`src/rtl/fetch_unit.sv`:
```
// Instruction fetch stage: owns the PC, issues one outstanding imem request at a time,
// and buffers up to two fetched instructions (output + skid) for the decoder.
module fetch_unit #(
  parameter logic [31:0] RESET_PC = 32'h0000_0000
) (
  input  logic        clk,
  input  logic        reset,
  output logic        imem_req,
  output logic [31:0] imem_addr,
  input  logic        imem_ready,
  input  logic [31:0] imem_rdata,
  input  logic        stall,
  input  logic        flush,
  input  logic [31:0] redirect_pc,
  output logic        instr_valid,
  output logic [31:0] instr,
  output logic [31:0] instr_pc,
  output logic [5:0]  opcode,
  output logic [5:0]  func
);

  localparam logic [1:0] ST_IDLE  = 2'd0;
  localparam logic [1:0] ST_REQ   = 2'd1;
  localparam logic [1:0] ST_DRAIN = 2'd2;

  logic [1:0]  state_q, state_d;
  logic [31:0] pc_q, pc_d;
  logic [31:0] drain_addr_q, drain_addr_d;
  logic        out_v_q, out_v_d;
  logic [31:0] out_q, out_d;
  logic [31:0] out_pc_q, out_pc_d;
  logic        skid_v_q, skid_v_d;
  logic [31:0] skid_q, skid_d;
  logic [31:0] skid_pc_q, skid_pc_d;
  logic        consume;
  logic        accept;
  logic        buf_full;

  always_comb begin
    state_d      = state_q;
    pc_d         = pc_q;
    drain_addr_d = drain_addr_q;
    out_v_d      = out_v_q;
    out_d        = out_q;
    out_pc_d     = out_pc_q;
    skid_v_d     = skid_v_q;
    skid_d       = skid_q;
    skid_pc_d    = skid_pc_q;
    consume      = out_v_q & ~stall;
    accept       = (state_q == ST_REQ) & imem_ready & ~flush;
    buf_full     = 1'b0;

    if (flush) begin
      out_v_d  = 1'b0;
      out_d    = '0;
      skid_v_d = 1'b0;
      skid_d   = '0;
      pc_d     = redirect_pc & ~32'd3;
      case (state_q)
        ST_REQ: begin
          // An unanswered request must still complete on the bus before the new PC is used
          if (imem_ready) begin
            state_d = ST_REQ;
          end else begin
            state_d      = ST_DRAIN;
            drain_addr_d = pc_q;
          end
        end
        ST_DRAIN: state_d = imem_ready ? ST_REQ : ST_DRAIN;
        default:  state_d = ST_REQ;
      endcase
    end else begin
      if (consume) begin
        if (skid_v_q) begin
          out_v_d  = 1'b1;
          out_d    = skid_q;
          out_pc_d = skid_pc_q;
          skid_v_d = accept;
          if (accept) begin
            skid_d    = imem_rdata;
            skid_pc_d = pc_q;
          end
        end else begin
          out_v_d = accept;
          out_d   = accept ? imem_rdata : 32'h0;
          if (accept) out_pc_d = pc_q;
        end
      end else if (!out_v_q) begin
        if (accept) begin
          out_v_d  = 1'b1;
          out_d    = imem_rdata;
          out_pc_d = pc_q;
        end
      end else if (accept) begin
        skid_v_d  = 1'b1;
        skid_d    = imem_rdata;
        skid_pc_d = pc_q;
      end

      if (accept) pc_d = pc_q + 32'd4;
      buf_full = out_v_d & skid_v_d;

      case (state_q)
        ST_IDLE:  state_d = buf_full ? ST_IDLE : ST_REQ;
        ST_REQ:   if (imem_ready) state_d = buf_full ? ST_IDLE : ST_REQ;
        ST_DRAIN: if (imem_ready) state_d = ST_REQ;
        default:  state_d = ST_REQ;
      endcase
    end
  end

  always_ff @(posedge clk or posedge reset) begin
    if (reset) begin
      state_q      <= ST_REQ;
      pc_q         <= RESET_PC & ~32'd3;
      drain_addr_q <= '0;
      out_v_q      <= 1'b0;
      out_q        <= '0;
      out_pc_q     <= '0;
      skid_v_q     <= 1'b0;
      skid_q       <= '0;
      skid_pc_q    <= '0;
    end else begin
      state_q      <= state_d;
      pc_q         <= pc_d;
      drain_addr_q <= drain_addr_d;
      out_v_q      <= out_v_d;
      out_q        <= out_d;
      out_pc_q     <= out_pc_d;
      skid_v_q     <= skid_v_d;
      skid_q       <= skid_d;
      skid_pc_q    <= skid_pc_d;
    end
  end

  assign imem_req    = ~reset & ((state_q == ST_REQ) | (state_q == ST_DRAIN));
  assign imem_addr   = (state_q == ST_DRAIN) ? drain_addr_q : pc_q;
  assign instr_valid = out_v_q;
  assign instr       = out_v_q ? out_q : 32'h0;
  assign instr_pc    = out_pc_q;
  assign opcode      = instr[31:26];
  assign func        = instr[5:0];

endmodule
```
`config.mk`:
```
export PLATFORM = sky130hd
export DESIGN_NAME = fetch_unit
export DESIGN_NICKNAME = d
export VERILOG_FILES = /design/src/rtl/fetch_unit.sv
export SDC_FILE = /design/constraint.sdc
export NUM_CORES = 1
export LEC_CHECK = 0
export ABC_AREA = 1
export BUFFER_PORTS_ARGS = -buffer_cell sky130_fd_sc_hd__clkbuf_2
export CAP_MARGIN = 40
export CORE_ASPECT_RATIO = 1.4
export CORE_UTILIZATION = 41
export CTS_CLUSTER_DIAMETER = 150
export CTS_CLUSTER_SIZE = 8
export DETAILED_ROUTE_END_ITERATION = 6
export SLEW_MARGIN = 5
export SYNTH_ARGS = -nofsm -noshare
export SYNTH_HDL_FRONTEND = slang
export SYNTH_SLANG_ARGS = --single-unit
```
`constraint.sdc`:
```
create_clock -name clk -period 15.6 [get_ports clk]
set_input_delay 3.12 -clock clk [delete_from_list [all_inputs] [get_ports clk]]
set_output_delay 3.12 -clock clk [all_outputs]
set_load 0.005 [all_outputs]
```
* After elaboration in Yosys (flattened, before gate mapping) *
Index checks and enable logic that the tools add are counted.

storage, ports and cells
  flip-flop bits (word level) = 196
  latch bits = 0
  bits in writable memories = 0
  memory bits (read-only) = 0
  input bits = 69
  output and inout bits = 110
  logic and storage cells = 82
  memories = 0

operators by class
  add/sub/neg operators = 1
  multiply operators = 0
  divide/modulo/power cells = 0
  $lt $le $gt $ge = 0
  eq/ne operators = 8
  shift operators = 0
  multiplexer cells = 42
  bitwise logic cells = 10
  reduce and logical (&&, ||, !) cells = 12

operators by type and width
  cell                                                    count
  two-way mux 32 bit                                      23
  adder 32 x 3 -> 32 bit (second input constant)          1
  two-way mux 1 bit                                       13
  two-way mux 2 bit                                       5
  inequality test 3 bit (second input constant)           3
  AND reduction 2 bit                                     4
  one-hot mux 2 bit (3 select lines)                      1
  AND reduction 3 bit                                     2
  nonzero test 3 bit                                      2
  bitwise AND 1 bit                                       5
  NOT 1 bit                                               4
  nonzero test 2 bit                                      2
  inequality test 3 x 2 -> 1 bit (second input constant)  1
  == test 2 x 1 -> 1 bit (second input constant)          1
  == test 2 bit (second input constant)                   1
  logical NOT 2 bit                                       1
  inequality test 2 x 1 -> 1 bit (second input constant)  1
  inequality test 2 bit (second input constant)           1
  OR reduction 2 bit                                      1
  OR 1 bit                                                1

* Depth between registers and ports, before layout *
  word-level depth = 12
  gate-level depth with buffers = 11
  gate-level depth less buffers = 10

* Worst setup path before layout *
Ideal clock, no wire load.

  kind = input -> output
  start point = input reset
  end point = output imem_req
  arrival = 3226 ps
  data required time = 12480 ps
  path slack = 9254 ps
  cell stages on the path = 1
  path buffers = 0
  cells stage by stage = nor2_1

on the way
  longest elaborated chain between the ends = 2

RTL lines
  what               RTL line  RTL
  from (decl)        7         input logic reset,
  NOT 1 bit          136       assign imem_req = ~reset & ((state_q == ST_REQ) | (state_q == ST_DRAIN));
  bitwise AND 1 bit  136
  to (decl)          8         output logic imem_req,

No other way between the ends.

* Final worst setup path *
Same ends and word-level chain as after synthesis.

==> impl_metrics.json <==
{
  "cts-resized-gates": 0,
  "ir_drop_mv": 0.0820,
  "drtIter0Drc": 523,
  "setup-tns-final_ns": 0,
  "final-hold-violation-count": 0,
  "synth_cell_types": 37,
  "ys_ff_latch": 190,
  "syn_area_per_cell_um2": 7.53,
  "tritoncts": "built",
  "crit_slowest_cell": "clkbuf_2",
  "drv_slew": 0,
  "hold_start": "out_q[26]$_DFFE_PP0P_",
  "synth_most_common_cell": "nand2_1",
  "fin_crit_sh": 0.423,
  "cp_top_family": "buffers and inverters",
  "initial_utilization": 0.418,
  "hold_depth": 2,
  "critPathMaxStageDelay_ns": 0.13,
  "path_clk_slew_ns": 0.07,
  "clockRootBuffer": "clkbuf_16",
  "grt_pass1_vias": 8166,
  "total_power_uw": 1450,
  "final_nets": 1495,
  "fillerInstances": 2362,
  "synth_top_area_frac": 0.486,
  "final.setup.worst_slack_ns": 9.00,
  "path_buf_inv": 2,
  "place_area_mm2": 0.0108,
  "n_antenna_cell": 0,
  "drive_gt1_frac": 0.183,
  "hold_buffers": 0,
  "ys_top_cells_by_area": "dfrtp_1 (49%), nand2_1 (17%), o21ai_0 (6.8%), inv_1 (5.9%), nand3_1 (4.1%)",
  "skew_ns": 0.00933,
  "drv_cap": 0,
  "start_kind": "primary input",
  "dpl.hpwl_mm": 17.8,
  "postSynthCellCount": 1294,
  "clock.fmax_mhz": 152,
  "synth_edf_count": 0,
  "fp.dieW_um": 132,
  "vias": 8565,
  "hold_path.class": "reg -> reg",
  "max_slew_margin": 0.468,
  "grt_pass1_wl_mm": 43.2,
  "core_region_area_mm2": 0.0233,
  "syn-cell-area_mm2": 0.00974,
  "period_minus_slack_ns": 6.60,
  "tightest_slew_ns": 0.797,
  "drc": 0,
  "power_density_mw_per_mm2": 126,
  "arrival_ns": 3.48,
  "synthArstFlopShare": 1.00,
  "cts_buffers": 17,
  "drt-total-wl_mm": 26.5,
  "layout.cell_area.non_filler_mm2": 0.0115,
  "cts_max_level": 4,
  "crit-reg2reg-launch": "state_q[0]$_DFFE_PP1P_",
  "rows": 66,
  "place_ws_ns": 9.00,
  "grt_max_degree": 115,
  "crit_top_cell": "clkbuf_2",
  "yosys_warnings": 0,
  "yosys.area.top_type": "dfrtp_1",
  "rsz0062_at_grt": "false",
  "wl_per_cell_um": 15.2,
  "die_h_um": 184,
  "clock_latency_ns": 0.44,
  "cp.depth": 3,
  "path_cells": "clkbuf_2 > nor2_1 > clkbuf_2",
  "p_leak_uw": 0.00579,
  "dr.pass1.iters": 5,
  "final_antenna_net_count": 0,
  "setup_viol": 0,
  "path_class": "in -> out",
  "endpoint_kind": "output port",
  "yosysSeqAreaShare": 0.488,
  "antenna_found_initial": 0,
  "worstSetupStartpoint": "reset",
  "clk_path_buf_depth": 2,
  "area_growth_syn_to_layout_pct": 17.7,
  "r2r_cells": 10,
  "die-area_mm2": 0.0244,
  "synth_flop_cell": "dfrtp_1",
  "outcome": "finished, final reports clean",
  "grt_overflow": 0,
  "ios": 179,
  "cp_max_fo": 2,
  "cp.required_ns": 12.48,
  "viasPerCell": 4.92,
  "synthTopCellsByCount": "nand2_1 (450), dfrtp_1 (189), inv_1 (154)",
  "port_buffers": 174,
  "cts_sinks": 190,
  "track_usage": 0.227,
  "postCtsSetupBuffers": 0,
  "gp_congestion": 0.856
}
cell type report:
class / instances / area (um2) / area share
timing repair buffer: 190 / 1120 / 0.0978
tap: 306 / 383 / 0.0334
multi-input combinational: 862 / 3950 / 0.345
sequential: 190 / 4760 / 0.415
inverter: 161 / 612 / 0.0534
clock buffer: 17 / 425 / 0.0371
clock inverter: 15 / 209 / 0.0182
sequential cells by signal, indices dropped and copies added, names as in the netlist:
| signal | count |
|---|---|
| instr_valid | 1 |
| instr_pc | 32 |
| skid_pc_q | 30 |
| pc_q | 30 |
| skid_v_q | 1 |
| out_q | 32 |
| drain_addr_q | 30 |
| state_q | 2 |
| skid_q | 32 |
power by group:
part	internal (uW)	switching [uW]	leakage, uW
Combinational	117	186	0.00309
Clock	272	204	0.000307
Sequential	602	67.4	0.00239
Total	990	458	0.00579
logic make-up after synthesis:
kind of cell	share of synthesized area
simple gates	0.266
other cells	0.000385
buf+inv	0.108
fa+ha+maj	0.00514
flops	0.488
compound gates	0.132
tightest hold or removal path, stage by stage, from the launching register on:
cell and delay [ns]:
dfrtp_1 0.34, nand2_1 0.05, nand2_1 0.05
layer usage:
metal | part of all wire | track usage | vias to the layer above
met5 | 0 | 0 | -
met4 | 0.023 | 0.0887 | 0
met3 | 0.040 | 0.0319 | 32
met2 | 0.52 | 0.404 | 229
met1 | 0.42 | 0.277 | 3999
li1 | - | - | 4305
metrics by stage:
step,cells,util,hold slack (ns)
3_3_place_gp,1701,0.457,0.461
6_report,1741,0.492,0.478
5_1_grt,1741,0.492,0.507
3_5_place_dp,1709,0.465,0.465
4_1_cts,1741,0.492,0.484
2_1_floorplan,1295,-,0.449
cell usage in the layout (no fill, tap or decap), types with 2 or more instances in the layout:
cell / n
nand4_1: 3
clkinvlp_4: 2
inv_8: 2
nor2_2: 4
nor3_1: 3
dfrtp_1: 189
or2_2: 2
clkbuf_2: 174
buf_4: 8
a22oi_1: 2
clkbuf_16: 17
a31oi_1: 4
bufinv_16: 4
buf_12: 4
nand2_4: 3
nand3b_1: 2
o211ai_1: 27
a21oi_1: 2
clkinv_2: 2
inv_1: 153
o311ai_0: 3
o2111ai_1: 4
o21ai_1: 48
nand2_1: 449
nor2_4: 8
conb_1: 2
nor2_1: 66
inv_2: 7
buf_16: 4
nand2_2: 9
nand3_1: 78
o21ai_0: 132
inv_6: 5
ha_1: 3
final timing paths:
path	to	slack, ns
min in group asynchronous	instr_pc[15]$_DFFE_PP0P_	2.60
min reg2reg	out_q[26]$_DFFE_PP0P_	0.48
min	out_q[26]$_DFFE_PP0P_	0.48
max in group asynchronous	instr_pc[28]$_DFFE_PP0P_	12.21
max	imem_req	9.00
max reg2reg	out_q[18]$_DFFE_PP0P_	13.06
Power figures use the tool's default switching activity.
